===== src/rtl/seq_divider_pkg.sv =====
// Shared divider package: FSM state encoding, pipeline word types and sizing helpers.
package seq_divider_pkg;

   localparam int unsigned DIV_WIDTH = 32;

   typedef logic [31:0] i32;
   typedef logic [63:0] i64;

   typedef enum logic [1:0] {
      IDLE = 2'd0,
      BUSY = 2'd1,
      DONE = 2'd2
   } div_state_t;

   // Iteration counter width; one spare bit so a full operation never wraps.
   function automatic int unsigned cnt_width(input int unsigned w);
      return $clog2(w) + 1;
   endfunction

endpackage


===== src/rtl/seq_divider_step.sv =====
// One combinational restoring-division iteration: shift in the dividend MSB, trial-subtract the divisor.
module div_step
   import seq_divider_pkg::*;
#(
   parameter int unsigned WIDTH = DIV_WIDTH
) (
   input  logic [WIDTH-1:0] i_rem,
   input  logic             i_msb,
   input  logic [WIDTH-1:0] i_divisor,
   output logic [WIDTH-1:0] o_rem,
   output logic             o_qbit
);

   logic [WIDTH:0]   w_shift;
   logic [WIDTH+1:0] w_trial;
   logic             w_unused;

   assign w_shift = {i_rem, i_msb};
   assign w_trial = {1'b0, w_shift} - {2'b00, i_divisor};

   // A clear sign bit means the trial difference is non-negative.
   assign o_qbit = ~w_trial[WIDTH+1];
   assign o_rem  = o_qbit ? w_trial[WIDTH-1:0] : w_shift[WIDTH-1:0];

   // Upper bits only matter for a zero divisor, where truncation is the intended result.
   assign w_unused = ^{w_trial[WIDTH], w_shift[WIDTH]};

endmodule


===== src/rtl/seq_divider.sv =====
// Multi-cycle unsigned restoring divider, responder side of execute's valid/done handshake.
// Define SEQ_DIVIDER_OPERAND_CHECK_EN to restart when live operands change during BUSY.
module seq_divider
   import seq_divider_pkg::*;
#(
   parameter int unsigned WIDTH = DIV_WIDTH
) (
   input  logic               clk,
   input  logic               resetn,
   input  logic               valid,
   input  logic [WIDTH-1:0]   a,
   input  logic [WIDTH-1:0]   b,
   output logic               done,
   output logic [2*WIDTH-1:0] c
);

   localparam int unsigned      CNT_W = cnt_width(WIDTH);
   localparam logic [CNT_W-1:0] LAST  = CNT_W'(WIDTH - 1);

   div_state_t         r_state, w_state_nxt;
   logic [CNT_W-1:0]   r_count, w_count_nxt;
   logic [WIDTH-1:0]   r_rem, w_rem_nxt;
   logic [WIDTH-1:0]   r_quo, w_quo_nxt;
   logic [WIDTH-1:0]   r_divisor, w_divisor_nxt;
   logic               r_done, w_done_nxt;
   logic [2*WIDTH-1:0] r_c, w_c_nxt;

   logic [WIDTH-1:0]   w_step_rem;
   logic               w_step_qbit;
   logic [WIDTH-1:0]   w_quo_shift;

`ifdef SEQ_DIVIDER_OPERAND_CHECK_EN
   logic [WIDTH-1:0]   r_a, w_a_nxt;
   logic               w_restart;

   assign w_restart = (a != r_a) || (b != r_divisor);
`endif

   div_step #(.WIDTH(WIDTH)) u_step (
      .i_rem     (r_rem),
      .i_msb     (r_quo[WIDTH-1]),
      .i_divisor (r_divisor),
      .o_rem     (w_step_rem),
      .o_qbit    (w_step_qbit)
   );

   // Dividend shifts out at the top while quotient bits fill in from the bottom.
   assign w_quo_shift = {r_quo[WIDTH-2:0], w_step_qbit};

   // Next-state and next-register values.
   always_comb begin
      w_state_nxt   = r_state;
      w_count_nxt   = r_count;
      w_rem_nxt     = r_rem;
      w_quo_nxt     = r_quo;
      w_divisor_nxt = r_divisor;
      w_done_nxt    = 1'b0;
      w_c_nxt       = '0;
`ifdef SEQ_DIVIDER_OPERAND_CHECK_EN
      w_a_nxt       = r_a;
`endif

      case (r_state)
         IDLE: begin
            if (valid) begin
               w_state_nxt   = BUSY;
               w_count_nxt   = '0;
               w_rem_nxt     = '0;
               w_quo_nxt     = a;
               w_divisor_nxt = b;
`ifdef SEQ_DIVIDER_OPERAND_CHECK_EN
               w_a_nxt       = a;
`endif
            end
         end

         BUSY: begin
            if (!valid) begin
               w_state_nxt = IDLE;
`ifdef SEQ_DIVIDER_OPERAND_CHECK_EN
            end else if (w_restart) begin
               w_count_nxt   = '0;
               w_rem_nxt     = '0;
               w_quo_nxt     = a;
               w_divisor_nxt = b;
               w_a_nxt       = a;
`endif
            end else begin
               w_rem_nxt   = w_step_rem;
               w_quo_nxt   = w_quo_shift;
               w_count_nxt = r_count + CNT_W'(1);
               if (r_count == LAST) begin
                  w_state_nxt = DONE;
                  w_done_nxt  = 1'b1;
                  w_c_nxt     = {w_step_rem, w_quo_shift};
               end
            end
         end

         DONE: begin
            w_state_nxt = IDLE;
         end

         default: begin
            w_state_nxt = IDLE;
         end
      endcase
   end

   // State and datapath registers.
   always_ff @(posedge clk or negedge resetn) begin
      if (!resetn) begin
         r_state   <= IDLE;
         r_count   <= '0;
         r_rem     <= '0;
         r_quo     <= '0;
         r_divisor <= '0;
         r_done    <= 1'b0;
         r_c       <= '0;
`ifdef SEQ_DIVIDER_OPERAND_CHECK_EN
         r_a       <= '0;
`endif
      end else begin
         r_state   <= w_state_nxt;
         r_count   <= w_count_nxt;
         r_rem     <= w_rem_nxt;
         r_quo     <= w_quo_nxt;
         r_divisor <= w_divisor_nxt;
         r_done    <= w_done_nxt;
         r_c       <= w_c_nxt;
`ifdef SEQ_DIVIDER_OPERAND_CHECK_EN
         r_a       <= w_a_nxt;
`endif
      end
   end

   assign done = r_done;
   assign c    = r_c;

endmodule

===== config.mk =====
export PLATFORM = sky130hd
export DESIGN_NAME = seq_divider
export DESIGN_NICKNAME = d
export VERILOG_FILES = /design/src/rtl/seq_divider_pkg.sv /design/src/rtl/seq_divider_step.sv /design/src/rtl/seq_divider.sv
export SDC_FILE = /design/constraint.sdc
export NUM_CORES = 1
export LEC_CHECK = 0
export ABC_AREA = 0
export BUFFER_PORTS_ARGS = -buffer_cell sky130_fd_sc_hd__buf_4
export CORE_UTILIZATION = 50
export DETAILED_ROUTE_END_ITERATION = 8
export PLACE_DENSITY = 0.72
export SYNTH_ARGS = -nofsm -noshare
export SYNTH_HDL_FRONTEND = slang
export SYNTH_SLANG_ARGS = --single-unit

===== constraint.sdc =====
create_clock -name clk -period 3.06 [get_ports clk]
set_input_delay 0.306 -clock clk [delete_from_list [all_inputs] [get_ports clk]]
set_output_delay 0.306 -clock clk [all_outputs]
set_load 0.05 [all_outputs]

* After elaboration in Yosys (flattened, before gate mapping)
Index checks and enable logic that the tools add are counted.
** Word-level totals
- Output and inout bits :: 65
- Bits of input ports :: 67
- Word-level logic and storage cells :: 40
- Flip-flop bits (word level) :: 169
** Operators by class
- Bitwise logic cells :: 1
- Eq/ne operators :: 5
- Add/sub/neg operators :: 2
- Reduce and logical (&&, ||, !) cells :: 5
- Multiplexer cells :: 20
** Operator list (number)
- $mux W64 :: 3
- $mux W32 :: 5
- $pmux W32 S2 :: 2
- $sub A33 B32 Y34 :: 1
- $mux W6 :: 2
- $pmux W6 S2 :: 1
- $add A6 B1 Y6 const B :: 1
- $eq A6 B5 Y1 const B :: 1
- $mux W2 :: 3
- $ne A2 B2 Y1 const B :: 2
- $pmux W2 S2 :: 1
- $reduce_and A2 Y1 :: 2
- $mux W1 :: 3
- $ne A3 B3 Y1 const B :: 1
- $reduce_and A3 Y1 :: 1
- $eq A2 B1 Y1 const B :: 1
- $logic_not A2 Y1 :: 1
- $reduce_bool A2 Y1 :: 1
- $not A1 Y1 :: 1

* Longest topological paths before layout
- Word-level depth :: 5
- Depth in mapped cells :: 13
- Gate-level depth less buffers :: 13

* By module
From an unflattened synthesis, not the netlist that was laid out.
** Second synthesis, totals
- Cells, all modules :: 830
- Area total of the unflattened synthesis :: 8644.5 sq um
** Modules (own cells, without submodules)
- seq_divider :: times used 1, cells an instance 457, area each 6214.7 sq um, sequential area each 4229.1 sq um
- div_step :: times used 1, cells an instance 373, area each 2429.8 sq um, sequential area each 0.0 sq um

* Worst setup path before layout
Ideal clock, no wire load.
- Path type :: flip-flop to flip-flop
- From :: reg r_quo[31]
- To :: reg r_rem[30]
- Data required time :: 2.930 ns
- Period minus slack after synthesis :: 2.793 ns
- Path buffers :: 0
- Setup slack :: 0.267 ns
- Setup time :: 0.130 ns
- Cell stages (with the launch flop) :: 14
- Arrival time :: 2.662 ns
- Cells stage by stage :: dfrtp_1 > inv_1 > ha_1 > inv_1 > fa_1 > a211oi_1 > o21ai_1 > a21oi_1 > o21ai_1 > a41oi_1 > mux2i_1 > o2111ai_1 > mux2i_1 > o21ai_1
** On the way
- Word-level cells in the longest chain between the ends :: 4
** RTL lines
- start, declared :: line seq_divider.sv:23 : logic [WIDTH-1:0] r_quo, w_quo_nxt;
- start signal, assigned :: line seq_divider.sv:127 : r_quo <= w_quo_nxt;
- $sub A33 B32 Y34 :: line seq_divider_step.sv:19 : assign w_trial = {1'b0, w_shift} - {2'b00, i_divisor};
- $mux W32 :: line seq_divider_step.sv:23 : assign o_rem = o_qbit ? w_trial[WIDTH-1:0] : w_shift[WIDTH-1:0];
- $mux W32 :: line seq_divider.sv:78 : if (!valid) begin
- $pmux W32 S2 :: line seq_divider.sv:63 : case (r_state)
- end signal, assigned :: line seq_divider.sv:126 : r_rem <= w_rem_nxt;
- end, declared :: line seq_divider.sv:22 : logic [WIDTH-1:0] r_rem, w_rem_nxt;
Every way passes these cells. The select of a mux whose other input is x is not followed.
A chain may end at the register's enable or synchronous reset.

* Worst setup path in the final report
- From :: reg r_rem[0]
- To :: reg r_rem[25]
** On the way
- Word-level cells in the longest chain between the ends :: 4
** RTL lines (line)
- $sub A33 B32 Y34 :: seq_divider_step.sv:19
- $mux W32 :: seq_divider_step.sv:23
- $mux W32 :: seq_divider.sv:78
- $pmux W32 S2 :: seq_divider.sv:63
Every way passes these cells. The select of a mux whose other input is x is not followed.

==> impl_metrics.py <==
metrics = {
    "run_status": {
        "status": "finished clean",
    },
    "power": {
        "p_per_area_nw_per_um2": 838,
        "cell_internal_pwr_uw": 5300,
        "comb_pwr_share": 0.419,
        "power.switching_fraction": 0.383,
        "clk_network_pwr_share": 0.264,
        "ir_drop_v": 0.000488,
        "static-leakage-power_uw": 0.00504,
        "switching_power_uw": 3290,
        "sequential_share_of_power": 0.318,
    },
    "cells_and_area": {
        "areaGrowthSynthToFinish_pct": 22.8,
        "fill_cells": 1321,
        "diodes": 0,
        "layout.nets": 1078,
        "fin_util": 0.638,
        "fraction_of_layout_instances_using_a_drive_strength_above_1": 0.205,
    },
    "yosys": {
        "synth_compound_area_frac": 0.147,
        "mux_cell_area_share_after_synthesis": 0.0771,
        "post_synth_and_or_nand_nor_area_fraction": 0.151,
        "postSynthCellCount": 852,
        "synth_warnings": 0,
        "yosysSeqAreaShare": 0.507,
        "synth_common_cells": "169 x sky130_fd_sc_hd__dfrtp_1, 126 x sky130_fd_sc_hd__nand2_1, 96 x sky130_fd_sc_hd__o21ai_0, 62 x sky130_fd_sc_hd__mux2i_1, 57 x sky130_fd_sc_hd__nor2_1",
        "synthArstFlopShare": 1.00,
        "yosys.area_share.adder": 0.0519,
        "dominantRegCellSynth": "sky130_fd_sc_hd__dfrtp_1",
        "avgSynthCellArea_um2": 9.79,
        "yosys.cell_count.top_type": "sky130_fd_sc_hd__dfrtp_1",
        "synth_largest_area_cell": "sky130_fd_sc_hd__dfrtp_1",
        "synth_enable_flop_cells": 0,
        "post_synth_xor_area_fraction": 0.0241,
        "ys_types": 57,
        "synth.top_cell.area_share": 0.507,
        "synthesis.area_um2": 8340,
        "mappedNetlistNets": 953,
        "synth_area_leaders": "sky130_fd_sc_hd__dfrtp_1 51%, sky130_fd_sc_hd__mux2i_1 7.4%, sky130_fd_sc_hd__o21ai_0 5.8%, sky130_fd_sc_hd__nand2_1 5.7%, sky130_fd_sc_hd__ha_1 4.9%",
        "dominant_combinational_cell_family_by_area_after_synthesis": "simple AND/OR/NAND/NOR gates",
        "ys_ff_latch": 169,
    },
    "worst_setup_path": {
        "arrival_ps": 3180,
        "timing.critical_path.to_type": "flop",
        "reg2reg_to": "r_rem[25]",
        "required_time_worst_endpoint_ps": 3350,
        "setup.worst_path.class": "reg -> reg",
        "timing.reg2reg.worst_path_depth": 10,
        "regToRegSetupSlack_ps": 170,
        "worst_r2r_startpoint": "r_rem[0]",
        "setup.worst_path.start_class": "flop",
        "critical_path_peak_fanout": 4,
    },
    "min_path": {
        "worst_hold_path.endpoint": "r_divisor[17]",
        "min_path_cells": 3,
        "hold_path.class": "in -> reg",
        "hp-start": "b[17]",
    },
    "die": {
        "chipHeight_um": 131,
        "placeableCoreArea_um2": 16100,
        "std_cell_rows": 46,
        "die_footprint_um2": 17200,
        "io-pin-count": 132,
        "initial_utilization": 0.519,
        "die_w_um": 131,
    },
    "job": {
        "drv.max_cap_violation_count": 0,
    },
    "clock_network": {
        "path_clk_slew_ps": 70,
        "numCtsBuffers": 17,
        "clk_sink_count": 169,
        "clockRootBuffer": "sky130_fd_sc_hd__clkbuf_16",
        "worstSkewPairLatency_ps": 430,
        "cts-htree-levels": 4,
        "cts.path.max_buffers": 2,
        "clock_tree_from_tritoncts": "done",
        "buffers_inserted_during_post_cts_setup_optimization": 0,
    },
    "detailed_routing": {
        "vias": 6419,
        "via_density_per_instance": 5.32,
        "drt-initial-drc-count": 431,
        "finalWirelength_um": 18900,
        "final_antenna_net_count": 0,
        "routed_wire_length_per_instance_um": 15.7,
        "drc": 0,
        "drtPass1Iterations": 6,
    },
    "global_routing": {
        "global_route_overflow": 0,
        "grt_pass1_wl_um": 31300,
        "grt.total_usage": 0.229,
        "grt_max_degree": 84,
        "antenna_violations_before_repair": 0,
        "first_global_vias": 6187,
    },
    "sta": {
        "worst_clock_skew_ps": 9.82,
        "final_max_slew_viol_count": 0,
        "final-hold-violation-count": 0,
        "timing.final.setup_violations": 0,
        "timing.slew.headroom": 0.486,
        "setup_tns_after_final_layout_ps": 0,
        "finalCriticalPeriod_ps": 2890,
        "period_share": 0.944,
        "worstMarginPinSlew_ps": 771,
        "max_clock_freq_ghz": 0.346,
        "grt_setup_unrepaired": "false",
    },
    "place": {
        "buffer_ports.inserted": 131,
        "globalplace.congestion": 0.864,
        "dp_hpwl_um": 12900,
    },
}
worst max-delay path, cell delays in order, from the launching register on:
cell                        delay (ps)
sky130_fd_sc_hd__dfrtp_1           430
sky130_fd_sc_hd__ha_1              300
sky130_fd_sc_hd__nor2b_1           140
sky130_fd_sc_hd__o2111ai_1         310
sky130_fd_sc_hd__a21oi_2           130
sky130_fd_sc_hd__o21a_1            250
sky130_fd_sc_hd__o211ai_1          390
sky130_fd_sc_hd__nor4b_1           360
sky130_fd_sc_hd__nor3_1            100
sky130_fd_sc_hd__mux2i_1           240
sky130_fd_sc_hd__o22ai_1           110
area by class of cell:
type                       instances  area (um^2)  area share
timing repair buffer             147         1150       0.112
clock buffer                      17          425      0.0415
sequential                       169         4230       0.413
tap                              216          270      0.0264
multi-input combinational        599         3800       0.371
clock inverter                    15          204      0.0199
inverter                          43          161      0.0158
logic make-up (layout without fill, tap and decap cells):
kind of cell / after synthesis / in the layout
compound gates: 203 / 203
xor+xnor: 23 / 23
fa+ha+maj: 34 / 34
simple gates: 275 / 275
buf+inv: 84 / 222
mux: 64 / 64
flops: 169 / 169
cell usage in the layout, fill, tap and decap left out, types with 6 or more instances in the layout:
cell	netlist	layout
sky130_fd_sc_hd__o21ai_1	16	16
sky130_fd_sc_hd__xnor2_1	11	11
sky130_fd_sc_hd__mux2i_1	62	61
sky130_fd_sc_hd__buf_4	0	141
sky130_fd_sc_hd__xor2_1	12	12
sky130_fd_sc_hd__nor4_1	6	6
sky130_fd_sc_hd__dfrtp_1	169	168
sky130_fd_sc_hd__a21o_1	14	14
sky130_fd_sc_hd__nor2_1	57	56
sky130_fd_sc_hd__nand3_1	12	12
sky130_fd_sc_hd__o21ai_0	96	96
sky130_fd_sc_hd__ha_1	33	31
sky130_fd_sc_hd__clkbuf_16	0	17
sky130_fd_sc_hd__o21a_1	8	8
sky130_fd_sc_hd__and2_1	33	33
sky130_fd_sc_hd__o31ai_1	9	9
sky130_fd_sc_hd__nor3_1	13	13
sky130_fd_sc_hd__a21oi_1	28	27
sky130_fd_sc_hd__nand2_1	126	126
sky130_fd_sc_hd__inv_1	43	43
metal layers:
layer / share of wire / global-route usage / vias up
met5: 0 / 0 / -
met2: 0.46 / 0.347 / 156
met1: 0.48 / 0.327 / 3056
met3: 0.042 / 0.0463 / 32
met4: 0.017 / 0.0771 / 0
li1: - / - / 3175
through the flow:
step / std cells / total power [uW] / instance area (um^2) / hold slack, ps / worst slack [ps]
5_1_grt: 1206 / 9150 / 10200 / 76.0 / 0.627
6_report: 1206 / 8590 / 10200 / 71.7 / 171
3_5_place_dp: 1173 / 6230 / 9580 / 422 / 98.1
3_3_place_gp: 1173 / 6170 / 9580 / 420 / 169
4_1_cts: 1206 / 8520 / 10200 / 63.5 / 95.8
2_1_floorplan: 852 / 5460 / 8340 / 10.4 / 267
power groups by stage:
| stage | clock, uW | combinational, uW | sequential (uW) |
|---|---|---|---|
| after floorplan | 0 | 2760 | 2700 |
| after global placement | 0 | 3420 | 2750 |
| after detailed placement | 0 | 3470 | 2760 |
| after CTS | 2300 | 3500 | 2720 |
| after global routing | 2400 | 3980 | 2760 |
| final | 2270 | 3590 | 2730 |
state kept, by name, summed over array words and instances (netlist names):
signal and flops:
r_count 6, r_rem 32, r_quo 32, r_divisor 32
c 64, done 1, r_state 2
what timing repair did:
action                     4_1_cts  5_1_grt
gates resized for setup          0        8
setup endpoints to repair        0       31
hold buffers                     1        0
hold endpoints to repair        79        0
worst max-delay path by stage:
stage,start,end,slack (ps),cells after the start
after CTS,r_quo[31],r_rem[30],100,14
after global routing,r_rem[0],r_rem[5],0.6,11
after floorplan,r_quo[31],r_rem[30],270,13
after detailed placement,r_quo[31],r_rem[30],100,14
final,r_rem[0],r_rem[25],170,10
after global placement,r_quo[31],r_rem[30],170,14
No activity file was read; power rests on OpenSTA's default activity.
